<file path="src/rtl/vc_wrr_if.sv">
// Handshake bundle between the WRR scheduler, the per-class input FIFOs and the
// shared output FIFO. The scheduler side uses the master modport.
interface vc_wrr_if #(
  parameter int NCLASS = 4,
  parameter int WGT_W  = 3
);
  logic [NCLASS-1:0]       empty;
  logic [NCLASS-1:0]       almost_full;
  logic [NCLASS*WGT_W-1:0] weights;
  logic [NCLASS-1:0]       pop;
  logic                    push;
  logic [1:0]              grant_idx;
  logic                    busy;
  logic                    idle;

  modport master (
    input  empty, almost_full, weights,
    output pop, push, grant_idx, busy, idle
  );

  modport slave (
    output empty, almost_full, weights,
    input  pop, push, grant_idx, busy, idle
  );
endinterface

</file>
<file path="src/rtl/vc_wrr_scheduler.sv">
// Weighted round-robin pop scheduler for the four per-class input FIFOs feeding
// the shared output FIFO; push trails pop by the 1-cycle FIFO read latency.
module vc_wrr_scheduler #(
  parameter int         NCLASS      = 4,
  parameter int         WGT_W       = 3,
  parameter logic [3:0] ACTIVE_CODE = 4'b0100
) (
  input  logic       clk,
  input  logic       reset_L,
  input  logic [3:0] state,
  vc_wrr_if.master   bus
);
  localparam int IDX_W = 2;

  typedef enum logic [1:0] {
    S_IDLE  = 2'd0,
    S_SERVE = 2'd1,
    S_PAUSE = 2'd2
  } st_e;

  st_e                          st_q, st_d;
  logic [IDX_W-1:0]             rr_q, rr_d;
  logic [IDX_W-1:0]             grant_q, grant_d;
  logic [WGT_W-1:0]             cnt_q, cnt_d;
  logic [WGT_W-1:0]             wgt_q, wgt_d;
  logic                         push_q, push_d;

  logic [NCLASS-1:0]            pop_c;
  logic [NCLASS-1:0]            req;
  logic [NCLASS-1:0][WGT_W-1:0] wgt_eff;
  logic                         ok;
  logic                         rot;
  logic                         ent_found, rot_found;
  logic [IDX_W-1:0]             ent_idx, rot_idx, rot_start;
  logic [WGT_W:0]               cnt_inc;

  // A zero weight would starve the class forever; serve it as weight 1.
  for (genvar g = 0; g < NCLASS; g++) begin : g_wgt
    logic [WGT_W-1:0] w_raw;
    assign w_raw      = bus.weights[g*WGT_W +: WGT_W];
    assign wgt_eff[g] = (w_raw == '0) ? WGT_W'(1) : w_raw;
  end

  // First requesting class at or after start, wrapping; lowest offset wins.
  function automatic logic [IDX_W:0] first_req(input logic [NCLASS-1:0] r,
                                               input logic [IDX_W-1:0]  start);
    logic [IDX_W:0]   res;
    logic [IDX_W-1:0] idx;
    res = '0;
    for (int i = NCLASS - 1; i >= 0; i--) begin
      idx = start + IDX_W'(i);
      if (r[idx]) res = {1'b1, idx};
    end
    return res;
  endfunction

  assign req       = ~bus.empty;
  assign ok        = (state == ACTIVE_CODE) && !(|bus.almost_full);
  assign rot_start = grant_q + IDX_W'(1);
  assign cnt_inc   = {1'b0, cnt_q} + (WGT_W+1)'(1);

  assign {ent_found, ent_idx} = first_req(req, rr_q);
  assign {rot_found, rot_idx} = first_req(req, rot_start);

  always_comb begin
    st_d    = st_q;
    rr_d    = rr_q;
    grant_d = grant_q;
    cnt_d   = cnt_q;
    wgt_d   = wgt_q;
    pop_c   = '0;
    rot     = 1'b0;
    unique case (st_q)
      S_IDLE: begin
        if (ok && ent_found) begin
          st_d    = S_SERVE;
          grant_d = ent_idx;
          wgt_d   = wgt_eff[ent_idx];
          cnt_d   = '0;
        end
      end
      // A clean cycle in PAUSE serves straight away so a stall costs no extra bubble.
      S_SERVE, S_PAUSE: begin
        if (!ok) begin
          st_d = (st_q == S_PAUSE && !(|req)) ? S_IDLE : S_PAUSE;
        end else begin
          st_d = S_SERVE;
          if (bus.empty[grant_q]) begin
            rot = 1'b1;
          end else begin
            pop_c[grant_q] = 1'b1;
            if (cnt_inc >= {1'b0, wgt_q}) rot = 1'b1;
            else                          cnt_d = cnt_inc[WGT_W-1:0];
          end
        end
        if (rot) begin
          rr_d  = rot_start;
          cnt_d = '0;
          if (rot_found) begin
            grant_d = rot_idx;
            wgt_d   = wgt_eff[rot_idx];
          end else begin
            st_d = S_IDLE;
          end
        end
      end
      default: st_d = S_IDLE;
    endcase
    push_d = |pop_c;
  end

  always_ff @(posedge clk or negedge reset_L) begin
    if (!reset_L) begin
      st_q    <= S_IDLE;
      rr_q    <= '0;
      grant_q <= '0;
      cnt_q   <= '0;
      wgt_q   <= WGT_W'(1);
      push_q  <= 1'b0;
    end else begin
      st_q    <= st_d;
      rr_q    <= rr_d;
      grant_q <= grant_d;
      cnt_q   <= cnt_d;
      wgt_q   <= wgt_d;
      push_q  <= push_d;
    end
  end

  assign bus.pop       = pop_c;
  assign bus.push      = push_q;
  assign bus.grant_idx = grant_q;
  assign bus.busy      = (st_q == S_SERVE);
  // Held high through reset regardless of the FIFO flags.
  assign bus.idle      = !reset_L || ((st_q == S_IDLE) && !push_q && (&bus.empty));
endmodule
</file>
<file path="src/flat_wrapper.sv">
// flat-port wrapper written by rule: the top's interface ports become plain ports
module vc_wrr_scheduler_flat 
#(
  parameter int         NCLASS      = 4,
  parameter int         WGT_W       = 3,
  parameter logic [3:0] ACTIVE_CODE = 4'b0100
)
  (clk, reset_L, state, bus_empty, bus_almost_full, bus_weights, bus_pop, bus_push, bus_grant_idx, bus_busy, bus_idle);
  vc_wrr_if #(.NCLASS(NCLASS), .WGT_W(WGT_W)) bus_i ();
  input  logic clk;
  input  logic reset_L;
  input  logic [3:0] state;
  input wire logic [$bits(bus_i.empty)-1:0] bus_empty;
  input wire logic [$bits(bus_i.almost_full)-1:0] bus_almost_full;
  input wire logic [$bits(bus_i.weights)-1:0] bus_weights;
  output wire logic [$bits(bus_i.pop)-1:0] bus_pop;
  output wire logic [$bits(bus_i.push)-1:0] bus_push;
  output wire logic [$bits(bus_i.grant_idx)-1:0] bus_grant_idx;
  output wire logic [$bits(bus_i.busy)-1:0] bus_busy;
  output wire logic [$bits(bus_i.idle)-1:0] bus_idle;
  assign bus_i.empty = bus_empty;
  assign bus_i.almost_full = bus_almost_full;
  assign bus_i.weights = bus_weights;
  assign bus_pop = bus_i.pop;
  assign bus_push = bus_i.push;
  assign bus_grant_idx = bus_i.grant_idx;
  assign bus_busy = bus_i.busy;
  assign bus_idle = bus_i.idle;
  vc_wrr_scheduler #(.NCLASS(NCLASS), .WGT_W(WGT_W), .ACTIVE_CODE(ACTIVE_CODE)) u_core (.clk(clk), .reset_L(reset_L), .state(state), .bus(bus_i));
endmodule
</file>
<file path="config.mk">
export PLATFORM = sky130hd
export DESIGN_NAME = vc_wrr_scheduler_flat
export DESIGN_NICKNAME = d
export VERILOG_FILES = /design/src/rtl/vc_wrr_if.sv /design/src/rtl/vc_wrr_scheduler.sv /design/src/flat_wrapper.sv
export SDC_FILE = /design/constraint.sdc
export NUM_CORES = 1
export LEC_CHECK = 0
export ABC_AREA = 1
export BUFFER_PORTS_ARGS = -buffer_cell sky130_fd_sc_hd__buf_2
export CORE_UTILIZATION = 30
export CTS_CLUSTER_DIAMETER = 40
export CTS_CLUSTER_SIZE = 25
export DETAILED_ROUTE_END_ITERATION = 10
export PLACE_DENSITY = 0.56
export SYNTH_ARGS = -nofsm -noshare
export SYNTH_HDL_FRONTEND = slang
export SYNTH_SLANG_ARGS = --single-unit
export TNS_END_PERCENT = 30
</file>
<file path="constraint.sdc">
create_clock -name clk -period 2.5 [get_ports clk]
set_input_delay 0.125 -clock clk [delete_from_list [all_inputs] [get_ports clk]]
set_output_delay 0.125 -clock clk [all_outputs]
set_load 0.02 [all_outputs]
</file>
==> impl_metrics.env <==
export IMPL_tightest_slew_ps=423
export IMPL_routed_via_density=4.65
export IMPL_clk_pin_slew_ps=60
export IMPL_busiest_layer="met2"
export IMPL_cts_resized_gates=0
export IMPL_syn_nets=301
export IMPL_setup_ws_ps=269
export IMPL_routabilityCongestion=0.775
export IMPL_cts_max_level=1
export IMPL_postCtsHoldBufs=1
export IMPL_met3_usage=0.0214
export IMPL_critPathKind="register to primary output"
export IMPL_start_kind="register"
export IMPL_setup_violations=0
export IMPL_cp_arrival_ps=2110
export IMPL_status="finished, final reports clean"
export IMPL_grtUsageTotal=0.142
export IMPL_p_int_mw=0.767
export IMPL_postCtsSetupBuffers=0
export IMPL_seq_power_share=0.190
export IMPL_synth_area_top_cells="dfrtp_1 (18%), nand2_1 (16%), nand3_1 (14%)"
export IMPL_tns_ps=0
export IMPL_diodes=0
export IMPL_cts_tree="done"
export IMPL_whs_ps=309
export IMPL_boundaryPins=35
export IMPL_die_area_mm2=0.00589
export IMPL_syn_to_final_growth_pct=17.5
export IMPL_syn_inst=263
export IMPL_grt_use_met1=0.199
export IMPL_initial_core_util=0.320
export IMPL_min_period_ps=2230
export IMPL_ys_types=33
export IMPL_p_clk_frac=0.116
export IMPL_nNetsFinal=339
export IMPL_die_y_um=76.7
export IMPL_syn_cell_area_mm2=0.00168
export IMPL_first_pass_iters=4
export IMPL_synth_seq_cells=13
export IMPL_p_per_area_mw_per_mm2=830
export IMPL_cts_root_buf="clkbuf_8"
export IMPL_grt_max_degree=15
export IMPL_utilization=0.376
export IMPL_rsz0062_at_grt="no"
export IMPL_hold_path_class="input pin to asynchronous set/reset pin"
export IMPL_use_met2=0.221
export IMPL_vias=1720
export IMPL_p_leak_nw=1.07
export IMPL_finalWirelength_um=3960
export IMPL_pre_cts_ws_ps=338
export IMPL_crit_required_ps=2380
export IMPL_maxCapViolations=0
export IMPL_numCtsBuffers=3
export IMPL_clk_latency_ps=240
export IMPL_rows=26
export IMPL_synth_top_area_cell="dfrtp_1"
export IMPL_fp_coreArea_mm2=0.00524
export IMPL_cts_buffer_depth=2
export IMPL_critPathCaptureType="primary output"
export IMPL_ys_warn_count=0
export IMPL_fmax_ghz=0.448
export IMPL_period_share=0.892
export IMPL_syn_avg_cell_area_um2=6.37
export IMPL_synth_top_area_share=0.179
export IMPL_p_sw_mw=0.867
export IMPL_skew_ps=3.35
export IMPL_numPortBuffers=34
export IMPL_die_width_um=76.7
export IMPL_ys_seq_area_frac=0.195
export IMPL_drc_errors=0
export IMPL_critPathMaxFanout=9
export IMPL_finalHoldViolCount=0
export IMPL_p_sw_frac=0.531
export IMPL_drv_slew=0
export IMPL_first_global_vias=1611
export IMPL_clock_sinks=13
export IMPL_ir_worst_vdd_mv=0.338
export IMPL_grt_ovfl_total=0
export IMPL_drtAntennaViolNets=0
export IMPL_place_hpwl_um=3250
export IMPL_combPwrFrac=0.694
export IMPL_grt_pass1_wl_um=7020
export IMPL_antenna_found_initial=0
export IMPL_drive_gt1_frac=0.287
export IMPL_drt_iter0_markers=76
export IMPL_routedWlPerCell_um=10.7
export IMPL_relSlewSlack=0.718
cell usage in the layout (no fill, tap or decap), types with 2 or more instances in the layout:
cell,n
a21oi_1,4
clkbuf_8,3
nor4_1,2
ha_1,12
o21ai_0,6
nor2_2,4
nor2_1,15
nand3_1,48
nand2_2,17
buf_2,34
nand3_2,3
inv_2,10
o21ai_2,3
inv_1,30
o21ai_1,3
nand3_4,2
nand2_4,3
nand2_1,72
dfrtp_1,12
path summary, 6_finish.rpt:
| kind | cells after the start | endpoint | startpoint | slack [ps] |
|---|---|---|---|---|
| worst max-delay path | 7 | bus_pop[2] | u_core.st_q[0] | 270 |
| worst min-delay path | 2 | u_core.cnt_q[2] | reset_L | 310 |
| worst max register to register | 13 | u_core.wgt_q[2] | u_core.bus.grant_idx[1] | 310 |
| worst min register to register | 2 | u_core.wgt_q[0] | u_core.wgt_q[0] | 480 |
| max in group asynchronous | 2 | u_core.wgt_q[0] | reset_L | 1900 |
| min in group clk | 6 | u_core.st_q[0] | bus_almost_full[2] | 350 |
metal layers:
layer	part of all wire	vias to the layer above
met2	0.42	46
met4	0.013	0
met3	0.047	6
li1	-	919
met5	0	-
met1	0.52	749
synth_stat cells, drive strengths merged:
| cell | n |
|---|---|
| a21oi | 4 |
| nand3 | 53 |
| buf | 3 |
| nand2 | 92 |
| o21ai | 12 |
| ha | 12 |
| dfstp | 1 |
| nor4 | 3 |
| xnor2 | 1 |
| nor2 | 20 |
| xor2 | 1 |
| dfrtp | 12 |
| o31ai | 1 |
| and3 | 2 |
| a41oi | 1 |
| clkinv | 1 |
| nand4 | 1 |
| o211ai | 1 |
| a21boi | 1 |
| inv | 41 |
cells by family after synthesis:
| group | synth area share |
|---|---|
| adders and majority gates | 0.0896 |
| buffers and inverters | 0.114 |
| xor gates and xnor gates | 0.0105 |
| and+or+nand+nor | 0.518 |
| AOI/OAI and AO/OA | 0.0732 |
| DFF | 0.195 |
state kept, by name (all words and copies together) (netlist names):
register,count
u_core.cnt_q,3
u_core.st_q,2
u_core.rr_q,2
u_core.bus.push,1
u_core.bus.grant_idx,2
u_core.wgt_q,3
power by group through the flow:
stage | registers (mW) | clock network, mW | logic, mW
after floorplan | 0.321 | 0 | 0.900
after global placement | 0.316 | 0 | 1.13
after detailed placement | 0.313 | 0 | 1.12
after CTS | 0.311 | 0.193 | 1.14
after global routing | 0.319 | 0.203 | 1.30
final | 0.311 | 0.189 | 1.13
worst max-delay path, stage by stage (launching register included):
cell and delay, ps:
dfrtp_1 370, inv_1 80, ha_1 450, clkinv_1 310, nor2_1 220, nand2_1 150, nor2_1 120, buf_2 170
per-stage QoR:
stage                     total power [mW]  std cells  area (um2)
final                                 1.63        370        1970
after global routing                  1.82        370        1970
after CTS                             1.64        370        1970
after detailed placement              1.44        365        1910
after global placement                1.44        365        1910
after floorplan                       1.22        263        1680
final cells by class:
type | instances | area, um2
flip-flops and latches | 13 | 327
clock buffers | 4 | 45.0
well taps | 70 | 87.6
fillers | 593 | 3270
multi-input cells | 205 | 1160
repair buffers | 36 | 188
inverters | 42 | 163
Note: power is estimated with default switching activity, not from simulation.
